--- src/rtl/multicycle_controller.sv ---
// Multicycle MIPS-style control FSM: sequences fetch/decode/execute/memory/writeback.
// Define MULTICYCLE_IMM_LOGIC_EN to decode ANDI/ORI/XORI/SLTI into the immediate path.
module multicycle_controller (
    input  logic       clk,
    input  logic       reset,
    input  logic [5:0] opcode,
    input  logic [5:0] funct,
    input  logic       Zero,
    input  logic       mem_ready,
    output logic       mem_req,
    output logic       mem_we,
    output logic       IorD,
    output logic       IRWrite,
    output logic       PCWrite,
    output logic       RegWrite,
    output logic       RegDst,
    output logic       MemtoReg,
    output logic       ALUSrcA,
    output logic       ExtSel,
    output logic [1:0] ALUSrcB,
    output logic [1:0] ALUOp,
    output logic [1:0] PCSrc,
    output logic [3:0] state,
    output logic       illegal
);

    typedef enum logic [3:0] {
        S_FETCH   = 4'd0,
        S_DECODE  = 4'd1,
        S_MEMADR  = 4'd2,
        S_MEMRD   = 4'd3,
        S_MEMWB   = 4'd4,
        S_MEMWR   = 4'd5,
        S_RTYPEEX = 4'd6,
        S_RTYPEWB = 4'd7,
        S_IEX     = 4'd8,
        S_IWB     = 4'd9,
        S_BRANCH  = 4'd10,
        S_JUMP    = 4'd11,
        S_ERROR   = 4'd15
    } state_t;

    localparam logic [5:0] OP_RTYPE = 6'b000000;
    localparam logic [5:0] OP_LW    = 6'b100011;
    localparam logic [5:0] OP_SW    = 6'b101011;
    localparam logic [5:0] OP_BEQ   = 6'b000100;
    localparam logic [5:0] OP_BNE   = 6'b000101;
    localparam logic [5:0] OP_J     = 6'b000010;
    localparam logic [5:0] OP_ADDI  = 6'b001000;
    localparam logic [5:0] FN_JR    = 6'b001000;

    state_t r_state;
    state_t w_next;
    logic   w_is_imm;
    logic   w_ext_op;

`ifdef MULTICYCLE_IMM_LOGIC_EN
    localparam logic [5:0] OP_ANDI = 6'b001100;
    localparam logic [5:0] OP_ORI  = 6'b001101;
    localparam logic [5:0] OP_XORI = 6'b001110;
    localparam logic [5:0] OP_SLTI = 6'b001010;

    assign w_is_imm = (opcode == OP_ADDI) || (opcode == OP_ANDI) || (opcode == OP_ORI) ||
                      (opcode == OP_XORI) || (opcode == OP_SLTI);
    assign w_ext_op = (opcode == OP_ANDI) || (opcode == OP_ORI) || (opcode == OP_XORI);
`else
    assign w_is_imm = (opcode == OP_ADDI);
    assign w_ext_op = 1'b0;
`endif

    always_ff @(posedge clk or posedge reset) begin
        if (reset) r_state <= S_FETCH;
        else       r_state <= w_next;
    end

    always_comb begin
        w_next   = r_state;
        mem_req  = 1'b0;
        mem_we   = 1'b0;
        IorD     = 1'b0;
        IRWrite  = 1'b0;
        PCWrite  = 1'b0;
        RegWrite = 1'b0;
        RegDst   = 1'b0;
        MemtoReg = 1'b0;
        ALUSrcA  = 1'b0;
        ExtSel   = 1'b0;
        ALUSrcB  = 2'b00;
        ALUOp    = 2'b00;
        PCSrc    = 2'b00;
        illegal  = 1'b0;
        case (r_state)
            S_FETCH: begin
                mem_req = 1'b1;
                ALUSrcB = 2'b01;
                if (mem_ready) begin
                    IRWrite = 1'b1;
                    PCWrite = 1'b1;
                    w_next  = S_DECODE;
                end
            end
            S_DECODE: begin
                ALUSrcB = 2'b11;
                if ((opcode == OP_LW) || (opcode == OP_SW))        w_next = S_MEMADR;
                else if (opcode == OP_RTYPE)                       w_next = S_RTYPEEX;
                else if ((opcode == OP_BEQ) || (opcode == OP_BNE)) w_next = S_BRANCH;
                else if (opcode == OP_J)                           w_next = S_JUMP;
                else if (w_is_imm)                                 w_next = S_IEX;
                else                                               w_next = S_ERROR;
            end
            S_MEMADR: begin
                ALUSrcA = 1'b1;
                ALUSrcB = 2'b10;
                w_next  = (opcode == OP_LW) ? S_MEMRD : S_MEMWR;
            end
            S_MEMRD: begin
                mem_req = 1'b1;
                IorD    = 1'b1;
                if (mem_ready) w_next = S_MEMWB;
            end
            S_MEMWB: begin
                RegWrite = 1'b1;
                MemtoReg = 1'b1;
                w_next   = S_FETCH;
            end
            S_MEMWR: begin
                mem_req = 1'b1;
                mem_we  = 1'b1;
                IorD    = 1'b1;
                if (mem_ready) w_next = S_FETCH;
            end
            S_RTYPEEX: begin
                ALUSrcA = 1'b1;
                ALUOp   = 2'b10;
                if (funct == FN_JR) begin
                    PCWrite = 1'b1;
                    PCSrc   = 2'b11;
                    w_next  = S_FETCH;
                end else begin
                    w_next  = S_RTYPEWB;
                end
            end
            S_RTYPEWB: begin
                RegWrite = 1'b1;
                RegDst   = 1'b1;
                w_next   = S_FETCH;
            end
            S_IEX: begin
                ALUSrcA = 1'b1;
                ALUSrcB = 2'b10;
                ALUOp   = 2'b11;
                ExtSel  = w_ext_op;
                w_next  = S_IWB;
            end
            S_IWB: begin
                RegWrite = 1'b1;
                ExtSel   = w_ext_op;
                w_next   = S_FETCH;
            end
            S_BRANCH: begin
                ALUSrcA = 1'b1;
                ALUOp   = 2'b01;
                PCSrc   = 2'b01;
                PCWrite = (opcode == OP_BNE) ? ~Zero : Zero;
                w_next  = S_FETCH;
            end
            S_JUMP: begin
                PCWrite = 1'b1;
                PCSrc   = 2'b10;
                w_next  = S_FETCH;
            end
            S_ERROR: begin
                illegal = 1'b1;
            end
            default: w_next = S_ERROR;
        endcase
        // State is already FETCH under async reset; only the side-effecting strobes need masking.
        if (reset) begin
            mem_req  = 1'b0;
            mem_we   = 1'b0;
            IRWrite  = 1'b0;
            PCWrite  = 1'b0;
            RegWrite = 1'b0;
        end
    end

    assign state = r_state;

endmodule

--- config.mk ---
export PLATFORM = sky130hd
export DESIGN_NAME = multicycle_controller
export DESIGN_NICKNAME = d
export VERILOG_FILES = /design/src/rtl/multicycle_controller.sv
export SDC_FILE = /design/constraint.sdc
export NUM_CORES = 1
export LEC_CHECK = 0
export ABC_AREA = 1
export ABC_CLOCK_PERIOD_IN_PS = 1280
export CAP_MARGIN = 25
export CORE_MARGIN = 3
export CORE_UTILIZATION = 33
export DETAILED_ROUTE_END_ITERATION = 8
export PLACE_DENSITY = 0.74
export SETUP_SLACK_MARGIN = 0.3
export SYNTH_ARGS = -nofsm -noshare
export SYNTH_HDL_FRONTEND = slang
export SYNTH_SLANG_ARGS = --single-unit
--- constraint.sdc ---
create_clock -name clk -period 1.28 [get_ports clk]
set_input_delay 0.128 -clock clk [delete_from_list [all_inputs] [get_ports clk]]
set_output_delay 0.128 -clock clk [all_outputs]
set_load 0.05 [all_outputs]
==> results of run 1 <==
==> cells in the mapped netlist <==
library cell  count  area (sq um)
nand2_2           4         25.02
o21ai_0           1         5.000
inv_2             3         11.26
dfrtp_1           4         100.1
nand3_1          12         60.06
inv_1            23         86.33
o22ai_2           1         12.51
nand4_1           2         12.51
nor3_1            1         5.000
nand3_2           1         10.01
nand3b_1          1         7.510
o22ai_1           3         18.77
nor2_1           33         123.9
conb_1            1         3.750
o21ai_1           1         5.000
nor2_2            1         6.260
a21oi_2           1         8.760
buf_4             1         7.510
nand2_1          30         112.6
a21oi_1           3         15.01
==> cells by family after synthesis <==
family | after synthesis | share of synthesized area [%]
other | 1 | 0.5888
DFF | 4 | 15.72
buffers and inverters | 27 | 16.50
AOI/OAI and AO/OA | 10 | 10.21
and+or+nand+nor | 85 | 56.97
==> stage by stage <==
stage	util, %	hold slack, ps	area [sq um]	setup WS [ps]	TNS (ps)
global placement	89.26	513.5	1592	-229.6	-1278
detailed placement	89.26	522.2	1592	-376.2	-2536
floorplan	-	-82.20	762.0	-475.0	-2781
==> impl_metrics.json, run 1 <==
{
  "ys_seq_elements": 4,
  "yosysUniqueCellTypes": 20,
  "synth_warnings": 0,
  "place_congestion": 0.9025,
  "post_cts_resized": 33,
  "clockBufferDepth": 2,
  "core.rowCount": 15,
  "ys_seq_area_share_pct": 15.72,
  "io_pins": 37,
  "dp_cells": 220,
  "dp.final_hpwl_um": 2752,
  "synthCells": 127,
  "die_h_um": 49.93,
  "clock-root-buffer": "clkbuf_4",
  "cts_buffers": 3,
  "error_line": "[ERROR DPL-0038] Utilization greater than 100%, impossible to legalize",
  "post_cts_buffers": 8,
  "die_w_um": 49.93,
  "haltStage": "clock tree synthesis",
  "synth_nets": 143,
  "outcome": "stopped before the end",
  "syn-cell-area_sq_um": 636.9,
  "io_buffers": 35,
  "cts_sinks": 4,
  "cts.htree.levels": 1,
  "start_util_pct": 35.72,
  "cts_hold_buf": 0,
  "avgSynthCellArea_sq_um": 5.015
}
==> inputs of run 2 (changes only) <==
==> config.mk (replaced) <==
export PLATFORM = sky130hd
export DESIGN_NAME = multicycle_controller
export DESIGN_NICKNAME = d
export VERILOG_FILES = /design/src/rtl/multicycle_controller.sv
export SDC_FILE = /design/constraint.sdc
export NUM_CORES = 1
export LEC_CHECK = 0
export ABC_AREA = 1
export ABC_CLOCK_PERIOD_IN_PS = 1660
export CAP_MARGIN = 25
export CORE_AREA = 3 3 64 66
export DETAILED_ROUTE_END_ITERATION = 8
export DIE_AREA = 0 0 67 69
export PLACE_DENSITY_LB_ADDON = 0.15
export SYNTH_ARGS = -nofsm -noshare
export SYNTH_HDL_FRONTEND = slang
export SYNTH_SLANG_ARGS = --single-unit
==> constraint.sdc (replaced) <==
create_clock -name clk -period 1.66 [get_ports clk]
set_input_delay 0.166 -clock clk [delete_from_list [all_inputs] [get_ports clk]]
set_output_delay 0.166 -clock clk [all_outputs]
set_load 0.05 [all_outputs]
==> impl_metrics.json, run 2 <==
{
  "largest_reg_flops": 4,
  "dp_cells": 216,
  "rsz0062_at_grt": "true",
  "synth_top_area_cell": "nor2_1",
  "p_leak_uw": 0.0006974,
  "min_period_ps": 1646,
  "antenna_found_initial": 0,
  "synth_nets": 143,
  "synth_commonest_cells": "33 x nor2_1, 30 x nand2_1, 23 x inv_1, 12 x nand3_1",
  "cap_viol_max_count": 0,
  "yosys.area.top_type_share_pct": 19.45,
  "period_share_pct": 99.14,
  "ys_seq_area_share_pct": 15.72,
  "arrival_ps": 1480,
  "clockBufferDepth": 2,
  "core.rowCount": 22,
  "design_area_sq_um": 1419,
  "synth_compound_area_share_pct": 10.22,
  "grt_pass1_wl_um": 3726,
  "grt_max_degree": 8,
  "synth-simple-area-share_pct": 56.97,
  "r2r-start": "state[3]",
  "synth_top_family_by_area": "simple AND/OR/NAND/NOR gates",
  "whs_ps": 392.6,
  "clock-root-buffer": "clkbuf_8",
  "slew_viol_final": 0,
  "fillCellCount": 389,
  "power_density_nw_per_um2": 2006,
  "die_h_um": 69,
  "syn2layout_area_growth_pct": 122.8,
  "layout_common_cells": "28 x nand2_1, 24 x nor2_1, 20 x inv_1",
  "dp.final_hpwl_um": 1941,
  "via_per_inst": 4.075,
  "finalWorstSetupSlack_ps": 14.21,
  "synth_warnings": 0,
  "cts.htree.levels": 1,
  "yosys-top-cells-area": "nor2_1 19%, nand2_1 18%, dfrtp_1 16%",
  "ant_nets": 0,
  "die-area_sq_um": 4623,
  "die_w_um": 67,
  "nets": 196,
  "io_buffers": 35,
  "wirelength_um": 2295,
  "postPlaceCellArea_sq_um": 1303,
  "via_count": 921,
  "hold_violations": 0,
  "avgSynthCellArea_sq_um": 5.015,
  "pre_cts_slack_ps": -3.762,
  "grt-ovfl-total": 0,
  "setup_violations": 0,
  "vdd_drop_max_mv": 0.6969,
  "min_path_type": "in -> async",
  "cts_buffers": 3,
  "cts_hold_buf": 0,
  "synthXorXnorAreaFrac_pct": 0,
  "syn-cell-area_sq_um": 636.9,
  "fin_cells": 226,
  "synthCells": 127,
  "ys.flop_type": "dfrtp_1",
  "start_kind": "flop",
  "drt_first_pass_iters": 4,
  "io_pins": 37,
  "final_common_cell": "nand2_1",
  "cts_sinks": 4,
  "fmax_mhz": 607.6,
  "ys_async_sr_fraction_pct": 100.0,
  "coreArea_sq_um": 3633,
  "synth_edf_count": 0,
  "synthAdderAreaFrac_pct": 0,
  "start_util_pct": 17.53,
  "finalSetupTns_ps": 0,
  "drive_gt1_share_pct": 38.76,
  "path_max_fanout": 6,
  "required_ps": 1490,
  "cts_tree": "yes",
  "cp-startpoint": "state[3]",
  "clk_pin_slew_ps": 30,
  "critPathKind": "reg -> out",
  "synthMostInstantiatedCell": "nor2_1",
  "drcViolationCount": 0,
  "insertion_delay_ps": 220,
  "outcome": "finished clean",
  "drtIter0Drc": 19,
  "ys_seq_elements": 4,
  "antenna_cells": 0,
  "place_congestion": 0.8143,
  "synth.area.mux_share_pct": 0,
  "wl_per_cell_um": 10.15,
  "track_usage_pct": 10.27,
  "grt_pass1_vias": 884,
  "endpoint_kind": "output port",
  "yosysUniqueCellTypes": 20,
  "r2r_slack_ps": 250,
  "skew_ps": 7.403
}
[run 2: metal layers]
layer	up-vias	GRT usage (%)	share of wire, %
met5	-	0	0
li1	491	-	-
met3	5	3.420	8.4
met2	28	16.92	48
met1	397	11.66	42
met4	0	4.730	1.9
[run 2: cells by family after synthesis]
logic type	after synthesis
compound gates	10
other cells	1
flops	4
simple gates	85
buf+inv	27
[run 2: critical path, cell delays in order (launching register included)]
cell and delay, ps:
dfrtp_2 430, inv_2 60, nor2_2 120, inv_2 100, o22ai_4 170, nor2_2 70, a21oi_4 160, buf_12 150
[run 2: power by group]
part	switching [uW]	internal, uW
registers	97.9	160
clock network	56.2	155
logic	1390	990
[run 2: area by class of cell]
class	instances	area [sq um]	share of cell area, %
timing repair buffer	49	605.6	42.68
multi-input combinational	96	505.5	35.63
sequential	4	105.1	7.407
inverter	26	101.3	7.143
tap	48	60.06	4.233
clock buffer	3	41.29	2.910
[run 2: through the flow]
stage | total power, uW | utilization [%]
6_report | 2846 | 39.05
5_1_grt | 3024 | 39.05
4_1_cts | 2782 | 37.95
3_5_place_dp | 2488 | 35.85
3_3_place_gp | 2491 | 35.85
2_1_floorplan | 1544 | -
[run 2: path summary, 6_finish.rpt]
check	end	depth (start not counted)
worst max register to register	state[2]	9
worst min register to register	state[2]	2
worst max-delay path	PCWrite	7
min in group clk	state[2]	2
max in group asynchronous	state[1]	3
worst min-delay path	state[0]	3
[run 2: repair_timing]
action                     4_1_cts  5_1_grt
resized for setup                6        4
buffers inserted                 3        4
setup endpoints to repair        2        4
(Power assumes the default switching activity.)
==> inputs of run 3 (changes only) <==
--- a/config.mk
+++ b/config.mk
@@ -11,6 +11,7 @@
 export CORE_AREA = 3 3 64 66
 export DETAILED_ROUTE_END_ITERATION = 8
 export DIE_AREA = 0 0 67 69
+export GPL_ROUTABILITY_DRIVEN = 0
 export PLACE_DENSITY_LB_ADDON = 0.15
 export SYNTH_ARGS = -nofsm -noshare
 export SYNTH_HDL_FRONTEND = slang
==> results of run 3 <==
Same layout as run 2: the final DEF is identical, and so are final timing and power.
